$ cat config.mk
export PLATFORM = sky130hd
export DESIGN_NAME = fsm_seq_monitor_flat
export DESIGN_NICKNAME = d
export VERILOG_FILES = /design/src/rtl/fsm_seq_monitor_if.sv /design/src/rtl/fsm_seq_monitor.sv /design/src/flat_wrapper.sv
export SDC_FILE = /design/constraint.sdc
export NUM_CORES = 1
export LEC_CHECK = 0
export BUFFER_PORTS_ARGS = -buffer_cell sky130_fd_sc_hd__buf_4
export CAP_MARGIN = 10
export CORE_MARGIN = 2
export CORE_UTILIZATION = 60
export DETAILED_ROUTE_END_ITERATION = 7
export PLACE_DENSITY_LB_ADDON = 0.05
export SYNTH_ARGS = -nofsm -noshare
export SYNTH_HDL_FRONTEND = slang
export SYNTH_SLANG_ARGS = --single-unit
$ cat constraint.sdc
create_clock -name clk -period 3.91 [get_ports clk]
set_input_delay 0.9775 -clock clk [delete_from_list [all_inputs] [get_ports clk]]
set_output_delay 0.9775 -clock clk [all_outputs]
set_load 0.01 [all_outputs]
$ cat src/rtl/fsm_seq_monitor_if.sv
// fsm_seq_monitor_if: sample/clear inputs and status outputs
// of the ring-FSM monitor.
interface fsm_seq_monitor_if #(
  parameter int LAP_W = 8
);
  logic             clr;
  logic [2:0]       state_in;
  logic             dir;
  logic             step;
  logic             jump;
  logic             lap_pulse;
  logic [LAP_W-1:0] lap_cnt;
  logic             off_ring;
  logic             err_sticky;

  modport master (
    output clr, state_in,
    input  dir, step, jump, lap_pulse,
    input  lap_cnt, off_ring, err_sticky
  );

  modport slave (
    input  clr, state_in,
    output dir, step, jump, lap_pulse,
    output lap_cnt, off_ring, err_sticky
  );
endinterface

$ cat src/rtl/fsm_seq_monitor.sv
// fsm_seq_monitor: classifies ring-FSM transitions, counts laps.
// Reverse laps counted only with FSM_SEQ_MON_REV_LAP_EN defined.
module fsm_seq_monitor #(
  parameter int LAP_W = 8
) (
  input  logic                clk,
  input  logic                rst,
  fsm_seq_monitor_if.slave    mon
);

`ifdef FSM_SEQ_MON_REV_LAP_EN
  localparam bit REV_LAP = 1'b1;
`else
  localparam bit REV_LAP = 1'b0;
`endif

  typedef enum logic [2:0] {
    C_HOLD, C_FWD, C_REV, C_REC, C_JMP
  } cls_e;

  typedef enum logic [1:0] {
    SEEK, AT0, RUN
  } trk_e;

  logic [2:0] prev;
  logic       prev_valid;
  trk_e       trk;
  logic       run_dir;
  logic [2:0] k;
  cls_e       cls;
  logic       lap_done;
  logic       lap_cnt_inc;
  logic [2:0] s;

  assign s = mon.state_in;

  function automatic logic is_off(input logic [2:0] v);
    return (v == 3'd2) || (v == 3'd4) || (v == 3'd5);
  endfunction

  function automatic logic [2:0] fwd_nxt(input logic [2:0] v);
    case (v)
      3'd0:    return 3'd6;
      3'd6:    return 3'd7;
      3'd7:    return 3'd3;
      3'd3:    return 3'd1;
      3'd1:    return 3'd0;
      default: return 3'd0;
    endcase
  endfunction

  function automatic logic [2:0] rev_nxt(input logic [2:0] v);
    case (v)
      3'd0:    return 3'd1;
      3'd1:    return 3'd3;
      3'd3:    return 3'd7;
      3'd7:    return 3'd6;
      3'd6:    return 3'd0;
      default: return 3'd0;
    endcase
  endfunction

  // classify prev -> state_in
  always_comb begin
    cls = C_JMP;
    if (s == prev)
      cls = C_HOLD;
    else if (!is_off(prev) && !is_off(s)
             && s == fwd_nxt(prev))
      cls = C_FWD;
    else if (!is_off(prev) && !is_off(s)
             && s == rev_nxt(prev))
      cls = C_REV;
    else if (is_off(prev) && s == 3'd0)
      cls = C_REC;
  end

  // closing step of a lap in the tracked direction
  always_comb begin
    lap_done = 1'b0;
    if (prev_valid && trk == RUN && k == 3'd4) begin
      if (!run_dir && cls == C_FWD) lap_done = 1'b1;
      if (run_dir && cls == C_REV)  lap_done = 1'b1;
    end
    lap_cnt_inc = lap_done && (!run_dir || REV_LAP);
  end

  // sampler, classifier outputs and lap tracker
  always_ff @(posedge clk or posedge rst) begin
    if (rst) begin
      prev           <= 3'd0;
      prev_valid     <= 1'b0;
      trk            <= SEEK;
      run_dir        <= 1'b0;
      k              <= 3'd0;
      mon.dir        <= 1'b0;
      mon.step       <= 1'b0;
      mon.jump       <= 1'b0;
      mon.lap_pulse  <= 1'b0;
      mon.lap_cnt    <= '0;
      mon.off_ring   <= 1'b0;
      mon.err_sticky <= 1'b0;
    end else begin
      prev          <= s;
      prev_valid    <= 1'b1;
      mon.off_ring  <= is_off(s);
      mon.step      <= 1'b0;
      mon.jump      <= 1'b0;
      mon.lap_pulse <= lap_cnt_inc;

      if (prev_valid) begin
        unique case (1'b1)
          cls == C_FWD: begin
            mon.step <= 1'b1;
            mon.dir  <= 1'b0;
          end
          cls == C_REV: begin
            mon.step <= 1'b1;
            mon.dir  <= 1'b1;
          end
          cls == C_JMP: mon.jump <= 1'b1;
          default: ;
        endcase
      end

      if (mon.clr)
        mon.err_sticky <= 1'b0;
      else if ((prev_valid && cls == C_JMP) || is_off(s))
        mon.err_sticky <= 1'b1;

      if (mon.clr)
        mon.lap_cnt <= '0;
      else if (lap_cnt_inc)
        mon.lap_cnt <= mon.lap_cnt + 1'b1;

      unique case (trk)
        SEEK: begin
          if (s == 3'd0) trk <= AT0;
        end
        AT0: begin
          if (prev_valid) begin
            if (cls == C_FWD || cls == C_REV) begin
              trk     <= RUN;
              run_dir <= (cls == C_REV);
              k       <= 3'd1;
            end else if (cls != C_HOLD) begin
              trk <= SEEK;
            end
          end
        end
        RUN: begin
          if (cls == C_HOLD) begin
            trk <= RUN;
          end else if ((!run_dir && cls == C_FWD)
                       || (run_dir && cls == C_REV)) begin
            if (k == 3'd4) trk <= AT0;
            else           k   <= k + 3'd1;
          end else begin
            trk <= (s == 3'd0) ? AT0 : SEEK;
          end
        end
        default: trk <= SEEK;
      endcase
    end
  end

endmodule

$ cat src/flat_wrapper.sv
// flat-port wrapper written by rule: the top's interface ports become plain ports
module fsm_seq_monitor_flat 
#(
  parameter int LAP_W = 8
)
  (clk, rst, mon_clr, mon_state_in, mon_dir, mon_step, mon_jump, mon_lap_pulse, mon_lap_cnt, mon_off_ring, mon_err_sticky);
  fsm_seq_monitor_if #(.LAP_W(LAP_W)) mon_i ();
  input  logic clk;
  input  logic rst;
  input wire logic [$bits(mon_i.clr)-1:0] mon_clr;
  input wire logic [$bits(mon_i.state_in)-1:0] mon_state_in;
  output wire logic [$bits(mon_i.dir)-1:0] mon_dir;
  output wire logic [$bits(mon_i.step)-1:0] mon_step;
  output wire logic [$bits(mon_i.jump)-1:0] mon_jump;
  output wire logic [$bits(mon_i.lap_pulse)-1:0] mon_lap_pulse;
  output wire logic [$bits(mon_i.lap_cnt)-1:0] mon_lap_cnt;
  output wire logic [$bits(mon_i.off_ring)-1:0] mon_off_ring;
  output wire logic [$bits(mon_i.err_sticky)-1:0] mon_err_sticky;
  assign mon_i.clr = mon_clr;
  assign mon_i.state_in = mon_state_in;
  assign mon_dir = mon_i.dir;
  assign mon_step = mon_i.step;
  assign mon_jump = mon_i.jump;
  assign mon_lap_pulse = mon_i.lap_pulse;
  assign mon_lap_cnt = mon_i.lap_cnt;
  assign mon_off_ring = mon_i.off_ring;
  assign mon_err_sticky = mon_i.err_sticky;
  fsm_seq_monitor #(.LAP_W(LAP_W)) u_core (.clk(clk), .rst(rst), .mon(mon_i));
endmodule
==> results of run 1 <==
-- flip-flops by register name, summed over array words and instances, names as in the netlist, 2 cells and up --
register	cells
u_core.mon.lap_cnt	8
u_core.k	3
u_core.prev	3
u_core.trk	2
-- kinds of logic (layout without fill, tap and decap cells) --
family	Yosys count	in the layout	share of synthesized area
and+or+nand+nor	55	55	0.236
AOI/OAI and AO/OA	39	39	0.206
DFF	24	24	0.413
buffers and inverters	17	31	0.0499
xor gates and xnor gates	9	9	0.0542
adders and majority gates	3	3	0.0258
muxes	2	2	0.0138
other	1	1	0.00258
-- through the flow --
| stage | hold slack, ns | instance area, sq um | cells | power, W | worst slack [ns] |
|---|---|---|---|---|---|
| final | 0.532 | 1640 | 192 | 0.000606 | 1.19 |
| after global routing | 0.542 | 1640 | 192 | 0.000639 | 1.05 |
| after CTS | 0.528 | 1640 | 192 | 0.000610 | 1.20 |
| after detailed placement | 0.496 | 1590 | 188 | 0.000428 | 0.872 |
| after global placement | 0.492 | 1590 | 188 | 0.000419 | 0.939 |
| after floorplan | 0.531 | 1460 | 150 | 0.000389 | 1.09 |
-- layout by cell type, fill, tap and decap left out, types with 4 or more instances in the layout --
cell type | synthesis | routed
o31ai_1 | 4 | 4
nor2_1 | 7 | 7
a21oi_1 | 9 | 9
nor3_1 | 4 | 4
inv_1 | 8 | 8
xnor2_1 | 7 | 7
or3_1 | 5 | 5
dfrtp_1 | 24 | 24
buf_4 | 1 | 19
o21ai_0 | 9 | 9
nand3_1 | 5 | 5
nand2_1 | 7 | 7
and3_1 | 4 | 4
-- worst min path at each step --
stage	slack, ns	endpoint	start	depth (start not counted)
finish	0.53	u_core.mon.err_sticky	u_core.mon.err_sticky	1
detailed placement	0.50	u_core.mon.err_sticky	u_core.mon.err_sticky	1
floorplan	0.53	u_core.run_dir	u_core.run_dir	2
CTS	0.53	u_core.mon.err_sticky	u_core.mon.err_sticky	1
global route	0.54	u_core.mon.err_sticky	u_core.mon.err_sticky	1
global placement	0.49	u_core.mon.err_sticky	u_core.mon.err_sticky	1
-- power by group through the flow --
stage	Combinational [W]	Sequential (W)	Clock, W
after global routing	0.000139	0.000304	0.000196
after CTS	0.000125	0.000300	0.000186
after floorplan	0.0000919	0.000297	0
final	0.000124	0.000300	0.000182
after detailed placement	0.000124	0.000305	0
after global placement	0.000117	0.000303	0
-- final cells by class --
cell class,count,area share
multi-input combinational,109,0.476
sequential,24,0.366
timing repair buffer,19,0.0868
tap,28,0.0213
clock inverter,1,0.0183
inverter,8,0.0183
clock buffer,3,0.0137
-- critical path, stage by stage --
cell and delay [ns]:
buf_4 0.18, or3b_4 0.42, a2111oi_4 0.48, o31ai_1 0.25
or4_1 0.52, a21oi_1 0.16
-- per-layer routing --
layer | wire length (um) | part of all wire | track usage | up-vias
met5 | 0 | 0 | 0 | -
met4 | 13 | 0.0046 | 0.0598 | 0
met3 | 86 | 0.030 | 0.0424 | 2
met2 | 1410 | 0.50 | 0.379 | 29
met1 | 1330 | 0.47 | 0.314 | 582
li1 | - | - | - | 582
==> flow_summary.yaml, run 1 <==
cells_and_area:
  area_growth_pct: 12.9
  multi_input_area_sq_um: 782
  regArea_sq_um: 601
  fin_util: 0.729
  fillers: 181
  drive_gt1_frac: 0.189
  antenna_cells: 0
  final_nets: 174
setup_path:
  cp.required_ns: 4.16
  endpoint_kind: "register"
  path_class: "input pin to register"
  rr_startpoint: "u_core.prev[0]"
  reg2regPathDepth: 5
  r2r_slack_ns: 1.34
  cp_max_fo: 18
  cp.arrival_ns: 2.97
  crit_path_start_kind: "input pin"
  r2r-end: "u_core.k[2]"
  cp-endpoint: "u_core.k[2]"
  crit_start: "mon_state_in[2]"
sta:
  skew_ns: 0.00279
  finalHoldViolCount: 0
  drv_slew: 0
  period_needed_ns: 2.72
  fin_crit_sh: 0.696
  tightest_slew_ns: 0.903
  slew_headroom: 0.398
  setup_tns_ns: 0
  rsz0062_at_grt: "no"
  max_freq_ghz: 0.367
  setup_viol: 0
synth:
  synth_area_leaders: "dfrtp_1, xnor2_1, a21oi_1"
  synth-seq-cells: 24
  mappedNetlistNets: 159
  syn_avg_cell_area_sq_um: 9.70
  yosys_most_used_dff: "dfrtp_1"
  synth_cell_types: 50
  synth_edf_count: 0
  seq_area_frac_synth: 0.413
  yosys.cell_count.top_type: "dfrtp_1"
  yosysTopAreaCell: "dfrtp_1"
  synth_top_area_frac: 0.413
  ys_top_cells_by_count: "dfrtp_1, a21oi_1, o21ai_0"
  synthesis.area_sq_um: 1460
  yosysWarnings: 0
  syn_inst: 150
  synth-async-reset-ratio: 1.00
placed_design:
  detailed_place_hpwl_um: 1990
  place.gp.congestion: 0.795
  portBuffers: 19
cts:
  cts_tree: "built"
  cts_sinks: 24
  insertion_delay_ns: 0.32
  cts_resized: 0
  clk_path_buf_depth: 2
  htree_levels: 1
  postCtsHoldBufs: 0
  cts_root_buf: "clkbuf_4"
  postCtsSetupRepairBufs: 0
  clkSlewWorstSetupHoldPaths_ns: 0.14
  cts_buffers: 3
pwr:
  ir_worst_vdd_uv: 271
  p_sw_w: 0.000172
  swShare: 0.284
  leakage_nw: 0.717
  intPower_w: 0.000434
  power_frac_comb: 0.204
  p_per_area_nw_per_um2: 369
  clkPwrFrac: 0.300
  seqPwrFrac: 0.495
global_route:
  grt_max_degree: 25
  grt_usage: 0.232
  grt_first_pass_wirelength_um: 4800
  antenna_found_initial: 0
  grt_overflow: 0
  grt_pass1_vias: 1087
floorplanning:
  ios: 20
  core_area_sq_um: 2250
  start_util: 0.645
  dieHeight_um: 53.2
  row_count: 17
  dieArea_sq_um: 2840
  chipWidth_um: 53.2
detailed_routing:
  drc: 0
  vias: 1195
  drt_first_iter_violations: 24
  wl_per_cell_um: 14.8
  via_per_inst: 6.22
  postRouteAntennaNets: 0
  drt_first_pass_iters: 4
  routed_wl_um: 2840
min_path:
  hold_path.class: "register to register"
run:
  drv_cap: 0
run_status:
  status: "finished, final reports clean"
Note: power is estimated with default switching activity, not from simulation.
==> run 2, diff against run 1 <==
- ABC_AREA: not set -> 1
- CORE_UTILIZATION: 60 -> 51
- clock period: 3.91 -> 2.2 ns (I/O delays scaled with it)
==> run 2 against run 1 <==
  * Routed wire length is 2.6% higher
  * Clock power is 24% higher
  * Register-to-register slack worse by 0.82 ns
  * Sequential cell count stayed put
  * Combinational power is 140% higher
  * Clock skew is 0.0065 ns higher
==> flow_summary.yaml, run 2 <==
placed_design:
  detailed_place_hpwl_um: 2330
  portBuffers: 19
  place.gp.congestion: 0.859
  place_ws_ns: 0.335
  place_area_sq_um: 1700
cells_and_area:
  layout_common_cells: "nand2_1, inv_1, dfrtp_1, buf_4, nand3_1"
  final_common_cell: "nand2_1"
  final_nets: 228
  drive_gt1_frac: 0.239
  stdcell_area_sq_um: 1730
  area_growth_pct: 14.9
  antenna_cells: 0
  top_regs: "u_core.mon.lap_cnt x8, u_core.k x3, u_core.prev x3"
  largest_reg_flops: 8
  top_register: "u_core.mon.lap_cnt"
pwr:
  p_sw_w: 0.000360
  power_frac_comb: 0.284
  clkPwrFrac: 0.214
  power_w: 0.00106
  leakage_nw: 0.932
  ir_worst_vdd_uv: 479
  intPower_w: 0.000698
  swShare: 0.340
  p_per_area_nw_per_um2: 610
  seqPwrFrac: 0.502
setup_path:
  cp.arrival_ns: 1.88
  endpoint_kind: "register"
  crit_path_start_kind: "register"
  path_class: "register to register"
  cp.required_ns: 2.41
  cp_max_fo: 4
synth:
  seq_area_frac_synth: 0.398
  yosys.cell_count.top_type: "nand2_1"
  ys_top_cells_by_count: "nand2_1, inv_1, dfrtp_1"
  synth_area_leaders: "dfrtp_1, nand2_1, inv_1"
  synthesis.area_sq_um: 1510
  yosysWarnings: 0
  syn_inst: 194
  syn_avg_cell_area_sq_um: 7.77
  synth-seq-cells: 24
  yosys_most_used_dff: "dfrtp_1"
  mappedNetlistNets: 203
  synth_edf_count: 0
  synth_cell_types: 25
  yosysTopAreaCell: "dfrtp_1"
  synth-async-reset-ratio: 1.00
  synth_top_area_frac: 0.398
cts:
  cts_resized: 0
  postCtsHoldBufs: 0
  cts_tree: "built"
  cts_root_buf: "clkbuf_4"
  cts_buffers: 3
  htree_levels: 1
  cts_sinks: 24
  postCtsSetupRepairBufs: 0
  clkSlewWorstSetupHoldPaths_ns: 0.13
  clk_path_buf_depth: 2
  insertion_delay_ns: 0.31
detailed_routing:
  vias: 1323
  postRouteAntennaNets: 0
  drt_first_iter_violations: 91
  drt_first_pass_iters: 4
  drc: 0
  wl_per_cell_um: 11.7
  via_per_inst: 5.31
  routed_wl_um: 2910
sta:
  whs_ns: 0.262
  fin_crit_sh: 0.762
  max_freq_ghz: 0.597
  fin_ws_ns: 0.524
  period_needed_ns: 1.68
  rsz0062_at_grt: "no"
  drv_slew: 0
  setup_viol: 0
  skew_ns: 0.00930
  finalHoldViolCount: 0
  setup_tns_ns: 0
global_route:
  antenna_found_initial: 0
  grt_usage: 0.197
  grt_overflow: 0
  grt_pass1_vias: 1253
  grt_first_pass_wirelength_um: 5140
  grt_max_degree: 25
min_path:
  hold_path.class: "input pin to async pin"
floorplanning:
  ios: 20
  core_area_sq_um: 2780
  chipWidth_um: 58.4
  dieArea_sq_um: 3410
  start_util: 0.542
  dieHeight_um: 58.4
  row_count: 19
run_status:
  status: "finished, final reports clean"
run:
  drv_cap: 0
==> run 2: changes by cell type in the layout (fill, tap and decap cells not counted), moves of 6 or more <==
cell / change
nand2_1: +38
inv_1: +19
nand3_1: +12
nor2_1: +8
nand2_2: +6
nand4_1: +6
==> run 2: worst paths after layout <==
check                                              to  slack (ns)       startpoint  cells past startpoint
max in group asynchronous       u_core.mon.lap_cnt[2]        1.70              rst                      3
worst min-delay path                    u_core.trk[1]        0.26              rst                      3
worst max-delay path                      u_core.k[2]        0.52   u_core.prev[0]                     11
min in group clk                       u_core.prev[1]        0.38  mon_state_in[1]                      1
worst max register to register            u_core.k[2]        0.52   u_core.prev[0]                     11
worst min register to register            u_core.k[1]        0.54      u_core.k[1]                      2
==> run 2: logic make-up (layout without fill, tap and decap cells) <==
kind of cell | count (synthesis) | count (layout) | share of synthesized area
AOI/OAI and AO/OA | 19 | 19 | 0.0722
xor gates and xnor gates | 8 | 8 | 0.0465
adders and majority gates | 3 | 3 | 0.0249
buffers and inverters | 32 | 56 | 0.0805
DFF | 24 | 24 | 0.398
other | 1 | 1 | 0.00249
and+or+nand+nor | 107 | 107 | 0.375
==> run 2: layout make-up <==
| class | count | area (sq um) |
|---|---|---|
| Fill cell | 253 | 1050 |
| Multi-Input combinational cell | 138 | 786 |
| Sequential cell | 24 | 601 |
| Timing Repair Buffer | 20 | 150 |
| Inverter | 32 | 121 |
| Tap cell | 31 | 38.8 |
| Clock buffer | 4 | 36.3 |
==> run 2: stage by stage <==
| stage | cells | util |
|---|---|---|
| 4_1_cts | 249 | 0.623 |
| 3_5_place_dp | 245 | 0.610 |
| 5_1_grt | 249 | 0.623 |
| 6_report | 249 | 0.623 |
| 3_3_place_gp | 245 | 0.610 |
| 2_1_floorplan | 194 | - |
==> run 2: power groups by stage <==
stage | clock network (W) | registers (W) | logic [W]
5_1_grt | 0.000252 | 0.000538 | 0.000347
4_1_cts | 0.000237 | 0.000531 | 0.000302
6_report | 0.000226 | 0.000531 | 0.000300
3_3_place_gp | 0 | 0.000538 | 0.000292
2_1_floorplan | 0 | 0.000537 | 0.000215
3_5_place_dp | 0 | 0.000540 | 0.000300
==> run 2: per-layer routing <==
layer,global-route usage,up-vias,part of all wire
met5,0,-,0
met4,0.0930,0,0.018
met3,0.0352,6,0.031
met2,0.316,25,0.49
met1,0.258,622,0.46
li1,-,670,-
==> run 2: critical path, cell delays in order (launching register included) <==
cell,delay (ns)
dfrtp_1,0.47
nand2_2,0.16
xor2_1,0.16
nand2_1,0.08
nor2_2,0.14
nand2_2,0.10
nand2_1,0.09
nand2_2,0.07
nand2_4,0.09
nand3_2,0.08
nand2_1,0.09
nand2_1,0.05
